File: config.mk
export PLATFORM = sky130hd
export DESIGN_NAME = tuser_tag_scheduler
export DESIGN_NICKNAME = d
export VERILOG_FILES = /design/src/rtl/tuser_tag_scheduler_pkg.sv /design/src/rtl/tuser_tag_scheduler_tag_fifo.sv /design/src/rtl/tuser_tag_scheduler.sv
export SDC_FILE = /design/constraint.sdc
export NUM_CORES = 1
export LEC_CHECK = 0
export BUFFER_PORTS_ARGS = -buffer_cell sky130_fd_sc_hd__buf_2
export CORE_MARGIN = 1
export CORE_UTILIZATION = 40
export CTS_CLUSTER_DIAMETER = 30
export DETAILED_ROUTE_END_ITERATION = 12
export SYNTH_ARGS = -nofsm -noshare
export SYNTH_HDL_FRONTEND = slang
export SYNTH_SLANG_ARGS = --single-unit
File: constraint.sdc
create_clock -name clk -period 2.5 [get_ports clk]
set_input_delay 0.25 -clock clk [delete_from_list [all_inputs] [get_ports clk]]
set_output_delay 0.25 -clock clk [all_outputs]
set_load 0.01 [all_outputs]
File: src/rtl/tuser_tag_scheduler_pkg.sv
// Shared types for the TUSER tag scheduler: FSM state encoding.
package tuser_tag_scheduler_pkg;

    typedef enum logic [1:0] {
        StLoad   = 2'd0,
        StArmed  = 2'd1,
        StPacket = 2'd2
    } sched_state_e;

endpackage

File: src/rtl/tuser_tag_scheduler_tag_fifo.sv
// Synchronous tag FIFO; head is read combinationally from storage, no write-to-read bypass.
module tuser_tag_scheduler_tag_fifo #(
    parameter int unsigned WIDTH = 4,
    parameter int unsigned DEPTH = 4
) (
    input  logic                     clk,
    input  logic                     resetn,
    input  logic                     clear,
    input  logic                     push,
    input  logic [WIDTH-1:0]         push_data,
    input  logic                     pop,
    output logic [WIDTH-1:0]         pop_data,
    output logic                     full,
    output logic                     empty,
    output logic [$clog2(DEPTH):0]   level
);

    localparam int unsigned AW = $clog2(DEPTH);

    logic [WIDTH-1:0] r_mem [DEPTH];
    logic [AW-1:0]    r_wr_ptr;
    logic [AW-1:0]    r_rd_ptr;
    logic [AW:0]      r_count;
    logic             w_push_ok;
    logic             w_pop_ok;

    assign full      = (r_count == (AW+1)'(DEPTH));
    assign empty     = (r_count == '0);
    assign level     = r_count;
    assign pop_data  = r_mem[r_rd_ptr];
    assign w_push_ok = push & ~full;
    assign w_pop_ok  = pop & ~empty;

    always_ff @(posedge clk or negedge resetn) begin
        if (!resetn) begin
            r_wr_ptr <= '0;
            r_rd_ptr <= '0;
            r_count  <= '0;
        end else if (clear) begin
            r_wr_ptr <= '0;
            r_rd_ptr <= '0;
            r_count  <= '0;
        end else begin
            if (w_push_ok) r_wr_ptr <= r_wr_ptr + 1'b1;
            if (w_pop_ok)  r_rd_ptr <= r_rd_ptr + 1'b1;
            if (w_push_ok && !w_pop_ok)      r_count <= r_count + 1'b1;
            else if (!w_push_ok && w_pop_ok) r_count <= r_count - 1'b1;
        end
    end

    always_ff @(posedge clk) begin
        if (w_push_ok && !clear) r_mem[r_wr_ptr] <= push_data;
    end

endmodule

File: src/rtl/tuser_tag_scheduler.sv
// Round-robin tag collection, tag queue and per-packet load sequencing for the TUSER injector.
module tuser_tag_scheduler
    import tuser_tag_scheduler_pkg::*;
#(
    parameter int unsigned USER_WIDTH = 4,
    parameter int unsigned NUM_REQ    = 2,
    parameter int unsigned FIFO_DEPTH = 4
) (
    input  logic                          clk,
    input  logic                          resetn,
    input  logic                          soft_clear,
    input  logic [NUM_REQ-1:0]            req_valid,
    input  logic [NUM_REQ*USER_WIDTH-1:0] req_user,
    output logic [NUM_REQ-1:0]            req_ready,
    input  logic                          mon_tvalid,
    input  logic                          mon_tready,
    input  logic                          mon_tlast,
    output logic [USER_WIDTH-1:0]         next_user,
    output logic                          next_user_write_enable,
    output logic [$clog2(FIFO_DEPTH):0]   tag_level,
    output logic                          underrun,
    output logic [31:0]                   packet_count
);

    localparam int unsigned RrW = (NUM_REQ > 1) ? $clog2(NUM_REQ) : 1;

    sched_state_e          r_state;
    sched_state_e          w_state_d;
    logic [RrW-1:0]        r_rr;
    logic [RrW-1:0]        w_cand;
    logic [RrW-1:0]        w_grant_idx;
    logic                  w_grant_any;
    logic [USER_WIDTH-1:0] w_push_data;
    logic [USER_WIDTH-1:0] w_head;
    logic                  w_full;
    logic                  w_empty;
    logic                  w_beat;
    logic                  w_first;
    logic                  w_pop;
    logic                  w_underrun;
    logic [USER_WIDTH-1:0] r_next_user;
    logic                  r_we;
    logic                  r_underrun;
    logic [31:0]           r_pkt;

    assign w_beat  = mon_tvalid & mon_tready;
    assign w_first = w_beat & (r_state != StPacket) & ~soft_clear;

    // Search starts at the rr pointer and wraps; full queue or clear blocks every grant.
    always_comb begin
        w_grant_any = 1'b0;
        w_grant_idx = '0;
        w_cand      = '0;
        if (!w_full && !soft_clear) begin
            for (int unsigned off = 0; off < NUM_REQ; off++) begin
                w_cand = RrW'((32'(r_rr) + off) % NUM_REQ);
                if (!w_grant_any && req_valid[w_cand]) begin
                    w_grant_any = 1'b1;
                    w_grant_idx = w_cand;
                end
            end
        end
    end

    always_comb begin
        req_ready = '0;
        if (w_grant_any && resetn) req_ready[w_grant_idx] = 1'b1;
    end

    assign w_push_data = req_user[32'(w_grant_idx)*USER_WIDTH +: USER_WIDTH];

    tuser_tag_scheduler_tag_fifo #(
        .WIDTH (USER_WIDTH),
        .DEPTH (FIFO_DEPTH)
    ) u_tag_fifo (
        .clk       (clk),
        .resetn    (resetn),
        .clear     (soft_clear),
        .push      (w_grant_any),
        .push_data (w_push_data),
        .pop       (w_pop),
        .pop_data  (w_head),
        .full      (w_full),
        .empty     (w_empty),
        .level     (tag_level)
    );

    // A beat in StLoad always wins over a queued tag: the injector would see it too late.
    always_comb begin
        w_state_d  = r_state;
        w_pop      = 1'b0;
        w_underrun = 1'b0;
        if (soft_clear) begin
            w_state_d = StLoad;
        end else begin
            unique case (r_state)
                StLoad: begin
                    if (w_beat) begin
                        w_underrun = 1'b1;
                        w_state_d  = mon_tlast ? StLoad : StPacket;
                    end else if (!w_empty) begin
                        w_pop     = 1'b1;
                        w_state_d = StArmed;
                    end
                end
                StArmed: begin
                    if (w_beat) w_state_d = mon_tlast ? StLoad : StPacket;
                end
                StPacket: begin
                    if (w_beat && mon_tlast) w_state_d = StLoad;
                end
                default: w_state_d = StLoad;
            endcase
        end
    end

    always_ff @(posedge clk or negedge resetn) begin
        if (!resetn) begin
            r_state     <= StLoad;
            r_rr        <= '0;
            r_next_user <= '0;
            r_we        <= 1'b0;
            r_underrun  <= 1'b0;
            r_pkt       <= '0;
        end else begin
            r_state    <= w_state_d;
            r_we       <= w_pop;
            r_underrun <= w_underrun;
            if (w_pop)   r_next_user <= w_head;
            if (w_first) r_pkt <= r_pkt + 32'd1;
            if (w_grant_any) begin
                r_rr <= (w_grant_idx == RrW'(NUM_REQ - 1)) ? '0 : w_grant_idx + 1'b1;
            end
        end
    end

    assign next_user              = r_next_user;
    assign next_user_write_enable = r_we;
    assign underrun               = r_underrun;
    assign packet_count           = r_pkt;

endmodule

# Word level (Yosys, flattened, before mapping)

Memories as Yosys holds them, arrays and structs flattened. A register that Yosys moved wholly into a read port is not among the register bits.
Index checks and enable logic that the tools add are counted.

RAM bits: 16
Flip-flop bits (word level): 44
Memories: 1

Add/subtract/negate cells: 7
Shift-type cells: 1
Reductions and logical operators: 20
Eq/ne operators: 7
Order comparisons: 4
Bitwise gates (word level): 8
Multiplexer cells: 38

Memory list:

| name             | depth | width | rd ports | clocked after Yosys merged registers in | write ports | line                               | RTL |
|---|---|---|---|---|---|---|---|
| u_tag_fifo.r_mem | 4     | 4     | 1        | 1                                       | 1           | tuser_tag_scheduler_tag_fifo.sv:20 | `logic [WIDTH-1:0] r_mem [DEPTH];` |

Operator list:

| cell                                                       | count |
|---|---|
| adder 32 x 1 -> 32 bit, second input constant              | 1 |
| two-way mux 1 bit                                          | 22 |
| two-way mux 2 bit                                          | 11 |
| two-way mux 3 bit                                          | 3 |
| logical AND 1 bit                                          | 8 |
| variable part select 8 x 4 -> 4 bit                        | 1 |
| logical NOT 1 bit                                          | 6 |
| less-than comparator 1 x 2 -> 1 bit, second input constant | 3 |
| != test 3 bit, second input constant                       | 2 |
| case mux 2 bit (3 select lines)                            | 1 |
| AND 1 bit                                                  | 5 |
| adder 2 x 1 -> 2 bit, second input constant                | 2 |
| != test 4 bit, second input constant                       | 1 |
| nonzero test 2 bit                                         | 2 |
| adder 3 x 1 -> 3 bit, second input constant                | 1 |
| equality test 3 bit, second input constant                 | 1 |
| logical NOT 3 bit                                          | 1 |
| NOT 1 bit                                                  | 3 |
| AND reduction 3 bit                                        | 1 |
| nonzero test 3 bit                                         | 1 |
| subtractor 3 x 1 -> 3 bit, second input constant           | 1 |
| adder 1 bit, second input constant                         | 2 |
| equality test 2 x 1 -> 1 bit, second input constant        | 1 |
| equality test 2 bit, second input constant                 | 1 |
| other kinds (4)                                            | 4 |

# Depth between registers and ports, before layout

Word-level depth: 14
Depth in mapped cells: 9

# Modules after synthesis

From an unflattened synthesis, not the netlist that was laid out.

Cell total of the unflattened synthesis: 258
Area, all modules: 3069.2 µm²

Modules (own cells, without submodules):

| module                       | area each (µm²) | cells an instance | instances | seq. area each (µm²) |
|---|---|---|---|---|
| tuser_tag_scheduler          | 1924.3          | 176               | 1         | 1026.0 |
| tuser_tag_scheduler_tag_fifo | 1144.8          | 82                | 1         | 655.6 |

# Least setup slack after synthesis

OpenSTA, ideal clock, no wires.

Path type: register to register
From: register u_tag_fifo.r_count[2] (netlist: u_tag_fifo.level[2])
To: register u_tag_fifo.r_count[2] (netlist: u_tag_fifo.level[2])
Clock period less this slack: 2335 ps
Arrival time: 2198 ps
Setup slack: 165 ps
Data required time: 2363 ps
Stages on the path, launching flop included: 9
Setup time: 137 ps
Cell sequence: dfrtp_1 > nor3b_1 > nor3_1 > and2_1 > fa_1 > xor2_1 > o31ai_1 > a2bb2oi_1 > o21ai_0

Cells in the longest elaborated chain, start to end: 10

Ends and longest elaborated chain:

| element                | line                               | RTL |
|---|---|---|
| from (decl)            | tuser_tag_scheduler_tag_fifo.sv:23 | `logic [AW:0] r_count;` |
| from (signal assigned) | tuser_tag_scheduler_tag_fifo.sv:46 | `if (w_push_ok && !w_pop_ok) r_count <= r_count + 1'b1;` |
| from (signal assigned) | tuser_tag_scheduler_tag_fifo.sv:47 | `else if (!w_push_ok && w_pop_ok) r_count <= r_count - 1'b1;` |
| logical NOT 3 bit      | tuser_tag_scheduler_tag_fifo.sv:28 | `assign empty = (r_count == '0);` |
| two-way mux 1 bit      | tuser_tag_scheduler.sv:101         | `end else if (!w_empty) begin` |
| two-way mux 1 bit      | tuser_tag_scheduler.sv:98          | `if (w_beat) begin` |
| two-way mux 1 bit      | tuser_tag_scheduler.sv:96          | `unique case (r_state)` |
| two-way mux 1 bit      | tuser_tag_scheduler.sv:93          | `if (soft_clear) begin` |
| AND 1 bit              | tuser_tag_scheduler_tag_fifo.sv:32 | `assign w_pop_ok = pop & ~empty;` |
| logical NOT 1 bit      | tuser_tag_scheduler_tag_fifo.sv:46 |  |
| logical AND 1 bit      | tuser_tag_scheduler_tag_fifo.sv:46 |  |
| two-way mux 3 bit      | tuser_tag_scheduler_tag_fifo.sv:46 |  |
| two-way mux 3 bit      | tuser_tag_scheduler_tag_fifo.sv:39 | `end else if (clear) begin` |

Parallel ways exist; a longest one is shown, timed or not. The select of a mux whose other input is x is not followed.
A chain may end at the register's enable or synchronous reset.

# Final worst setup path

From: register r_state[1]
To: register u_tag_fifo.r_count[2] (netlist: u_tag_fifo.level[2])

Cells in the longest elaborated chain, start to end: 8

Ends and longest elaborated chain:

| element                | line                               | RTL |
|---|---|---|
| from (decl)            | tuser_tag_scheduler.sv:27          | `sched_state_e r_state;` |
| from (signal assigned) | tuser_tag_scheduler.sv:119         | `r_state <= StLoad;` |
| from (signal assigned) | tuser_tag_scheduler.sv:126         | `r_state <= w_state_d;` |
| logical NOT 2 bit *    | tuser_tag_scheduler.sv:96          |  |
| two-way mux 1 bit *    | tuser_tag_scheduler.sv:96          |  |
| two-way mux 1 bit *    | tuser_tag_scheduler.sv:93          |  |
| AND 1 bit *            | tuser_tag_scheduler_tag_fifo.sv:32 |  |
| logical NOT 1 bit      | tuser_tag_scheduler_tag_fifo.sv:46 |  |
| logical AND 1 bit      | tuser_tag_scheduler_tag_fifo.sv:46 |  |
| two-way mux 3 bit      | tuser_tag_scheduler_tag_fifo.sv:46 |  |
| two-way mux 3 bit      | tuser_tag_scheduler_tag_fifo.sv:39 |  |

Every way passes the cells marked *; elsewhere a longest branch is shown, timed or not.

==> flow_summary_export.csv <==
group,metric,value,unit
power_and_ir_drop,p_leak,1.69,nW
synth,post_synth_xor_area_fraction,10.1,%
power_and_ir_drop,swShare,32.1,%
setup_path,crit_required,2.71,ns
setup_path,cp-endpoint,"u_tag_fifo.level[2]",
outcome,status,"completed",
grt,grtUsageMet2,26.0,%
power_and_ir_drop,p_sw,0.907,mW
die,std_cell_rows,31,
setup_path,cp.arrival,2.36,ns
finish,fin_util,49.9,%
sta,finalSetupViolations,0,
clock_tree,cts_root_buf,"clkbuf_8",
grt,gr-usage-met3,4.62,%
synth,synth_area,3020,µm²
clock_tree,cts_tree,"built",
power_and_ir_drop,intPower,1.92,mW
setup_path,crit_path_max_fanout,5,
synth,synth_area_per_cell,12.1,µm²
setup_path,r2r_cells,8,
sta,tightest_slew,0.561,ns
setup_path,cp-startpoint,"r_state[1]",
sta,fin_crit,2.15,ns
detailed_routing,drc,0,
grt,gr-usage-all-layers,17.4,%
synth,muxShareOfSynthArea,6.33,%
grt,grt_max_degree,44,
grt,top_usage_layer,"met2",
detailed_routing,vias_per_cell,5.16,
grt,grtUsageMet1,24.4,%
synth,yosysWarnings,0,
finish,layout_common_cells,"58 x buf_2, 48 x dfrtp_1, 18 x xor2_1",
die,boundaryPins,59,
die,die_x,88.9,µm
sta,skew,0.00911,ns
grt,antenna_found_initial,0,
clock_tree,clock_latency,0.34,ns
setup_path,startpoint_type,"flop",
synth,synth_simple_gate_area_share,18.4,%
clock_tree,cts_sinks,64,
detailed_routing,drtPass1Iterations,4,
clock_tree,clkTransAtPathRegs,0.08,ns
finish,antennaDiodeCount,0,
placed_design,finalWeightedCongestion,0.794,
clock_tree,cts_resized,0,
grt,grt_pass1_wl,10.2,mm
sta,grt_setup_unrepaired,"false",
grt,grt-ovfl-total,0,
setup_path,reg2reg_to,"u_tag_fifo.level[2]",
die,die_y,88.9,µm
power_and_ir_drop,pwr_density_cell,777,nW/µm²
min_path,hold_path.class,"input pin to flop",
finish,fin_cells,423,
synth,synth_top_family_by_area,"simple AND/OR/NAND/NOR gates",
flow_run,maxCapViolations,0,
power_and_ir_drop,share_seq_of_total_power,48.3,%
finish,syn_to_final_growth,20.4,%
die,die-area,7910,µm²
finish,drive_above_1_share,30.9,%
synth,yosysSeqAreaShare,55.6,%
clock_tree,cts_max_level,3,
synth,yosysUniqueCellTypes,41,
synth,syn-num-nets,271,
detailed_routing,ant_nets,0,
finish,final_common_cell,"buf_2",
setup_path,r2r_start,"r_state[1]",
detailed_routing,vias,2181,
clock_tree,numCtsBuffers,9,
detailed_routing,avgRoutedWirePerCell,15.0,µm
placed_design,dp.final_hpwl,4.44,mm
synth,ys.flop_type,"dfrtp_1",
synth,synth_cells,249,
clock_tree,postCtsSetupBuffers,0,
synth,synth_compound_area_share,4.30,%
placed_design,port-buffer-count,58,
detailed_routing,drt_iter0_drc,82,
power_and_ir_drop,combPwrFrac,24.4,%
power_and_ir_drop,clock_power_share,27.3,%
setup_path,endpoint_kind,"flop",
synth,synth_edf_count,16,
synth,synth_seq_cells,64,
clock_tree,clock_path_buffers,2,
detailed_routing,drt_wl_total,6.33,mm
synth,async_flop_share,75.0,%
die,initial_core_util,41.5,%
finish,nets,341,
sta,slew_headroom,62.4,%
sta,final-hold-violation-count,0,
sta,tns,0,ns
power_and_ir_drop,irDropWorstVdd,384,µV
sta,drv_slew,0,
sta,fmax,0.465,GHz
sta,finalCritPeriodShare,86.1,%
synth,synthAdderAreaFrac,2.73,%
grt,grt_pass1_vias,2064,
setup_path,critical_path_class,"flop to flop",
setup_path,rrSetupSlack,0.35,ns
placed_design,dp.cells,406,
die,coreArea,7290,µm²
-- flip-flops by register name, summed over array words and instances, names as in the netlist --
name / cells
r_state: 2
next_user: 4
next_user_write_enable: 1
u_tag_fifo.r_mem: 16
r_rr: 1
u_tag_fifo.level: 3
underrun: 1
u_tag_fifo.r_wr_ptr: 2
u_tag_fifo.r_rd_ptr: 2
packet_count: 32
-- synthesized netlist by cell type, drive strengths merged, types with 2 or more instances --
library cell | number | share of area [%]
xor2 | 18 | 5.2
nor2b | 2 | 0.41
dfrtp | 48 | 40
o31ai | 3 | 0.74
a2111oi | 2 | 0.79
nor2 | 12 | 1.5
nand4 | 13 | 2.7
and2 | 7 | 1.4
o211ai | 2 | 0.50
a2bb2oi | 3 | 0.87
buf | 5 | 0.95
nor3 | 5 | 0.83
nand3 | 12 | 2.0
nand2 | 14 | 1.7
mux4 | 4 | 3.0
inv | 6 | 0.74
ha | 5 | 2.1
nor4 | 14 | 2.9
clkbuf | 6 | 0.79
and3 | 4 | 0.83
xnor2 | 17 | 4.9
or3 | 2 | 0.41
mux2 | 9 | 3.4
edfxtp | 16 | 16
and4 | 7 | 2.0
o21ai | 2 | 0.33
-- routing by layer --
layer,part of all wire (%),vias to the layer above,wire (µm)
met1,48,1084,3030
met4,1.3,0,81
met5,0,-,0
met3,3.5,6,221
met2,47,39,2990
li1,-,1052,-
-- repair_timing --
action,4_1_cts,5_1_grt
hold buffers,1,0
hold endpoints to repair,5,0
setup endpoints to repair,0,0
-- critical path: stages, from the launching register on --
cell and delay (ns):
dfrtp_1 0.42, a2111oi_2 0.36, nand2_1 0.12, and2_1 0.17, fa_1 0.44, xor2_1 0.17, o31ai_1 0.07, a2bb2oi_1 0.18
o21ai_0 0.09
-- per-stage QoR --
stage	worst slack (ns)	hold slack [ns]	total power [mW]	area, µm²
floorplan	0.165	-0.0456	1.82	3020
detailed placement	0.331	0.112	2.09	3470
finish	0.347	0.207	2.83	3640
global placement	0.395	0.113	2.06	3470
CTS	0.347	0.199	2.86	3640
global route	0.215	0.230	3.02	3640
-- cell type report --
cell class	count	area [µm²]
Clock inverter	6	36.3
Fill cell	697	3650
Inverter	6	22.5
Tap cell	99	124
Timing Repair Buffer	70	383
Multi-Input combinational cell	168	1270
Sequential cell	64	1680
Clock buffer	10	128
-- power groups by stage --
stage               clock network [mW]  registers, mW  logic [mW]
floorplan                            0           1.39       0.427
global placement                     0           1.38       0.678
detailed placement                   0           1.39       0.696
CTS                              0.789           1.37       0.701
global route                     0.845           1.39       0.781
finish                           0.772           1.37       0.689
-- kinds of logic after synthesis --
| kind of cell | after synthesis |
|---|---|
| buf+inv | 17 |
| compound gates | 17 |
| xor+xnor | 35 |
| simple gates | 97 |
| fa+ha+maj | 6 |
| mux | 13 |
| flops | 64 |
-- worst min-delay path by stage --
stage / startpoint / endpoint / cells past startpoint / slack, ns
final: mon_tlast / r_state[1] / 3 / 0.21
after CTS: mon_tready / r_state[0] / 2 / 0.20
after detailed placement: resetn / u_tag_fifo.r_wr_ptr[1] / 1 / 0.11
after floorplan: resetn / next_user[0] / 0 / -0.05
after global placement: resetn / r_rr / 1 / 0.11
after global routing: mon_tready / r_state[0] / 2 / 0.23
Note: power is estimated with default switching activity, not from simulation.
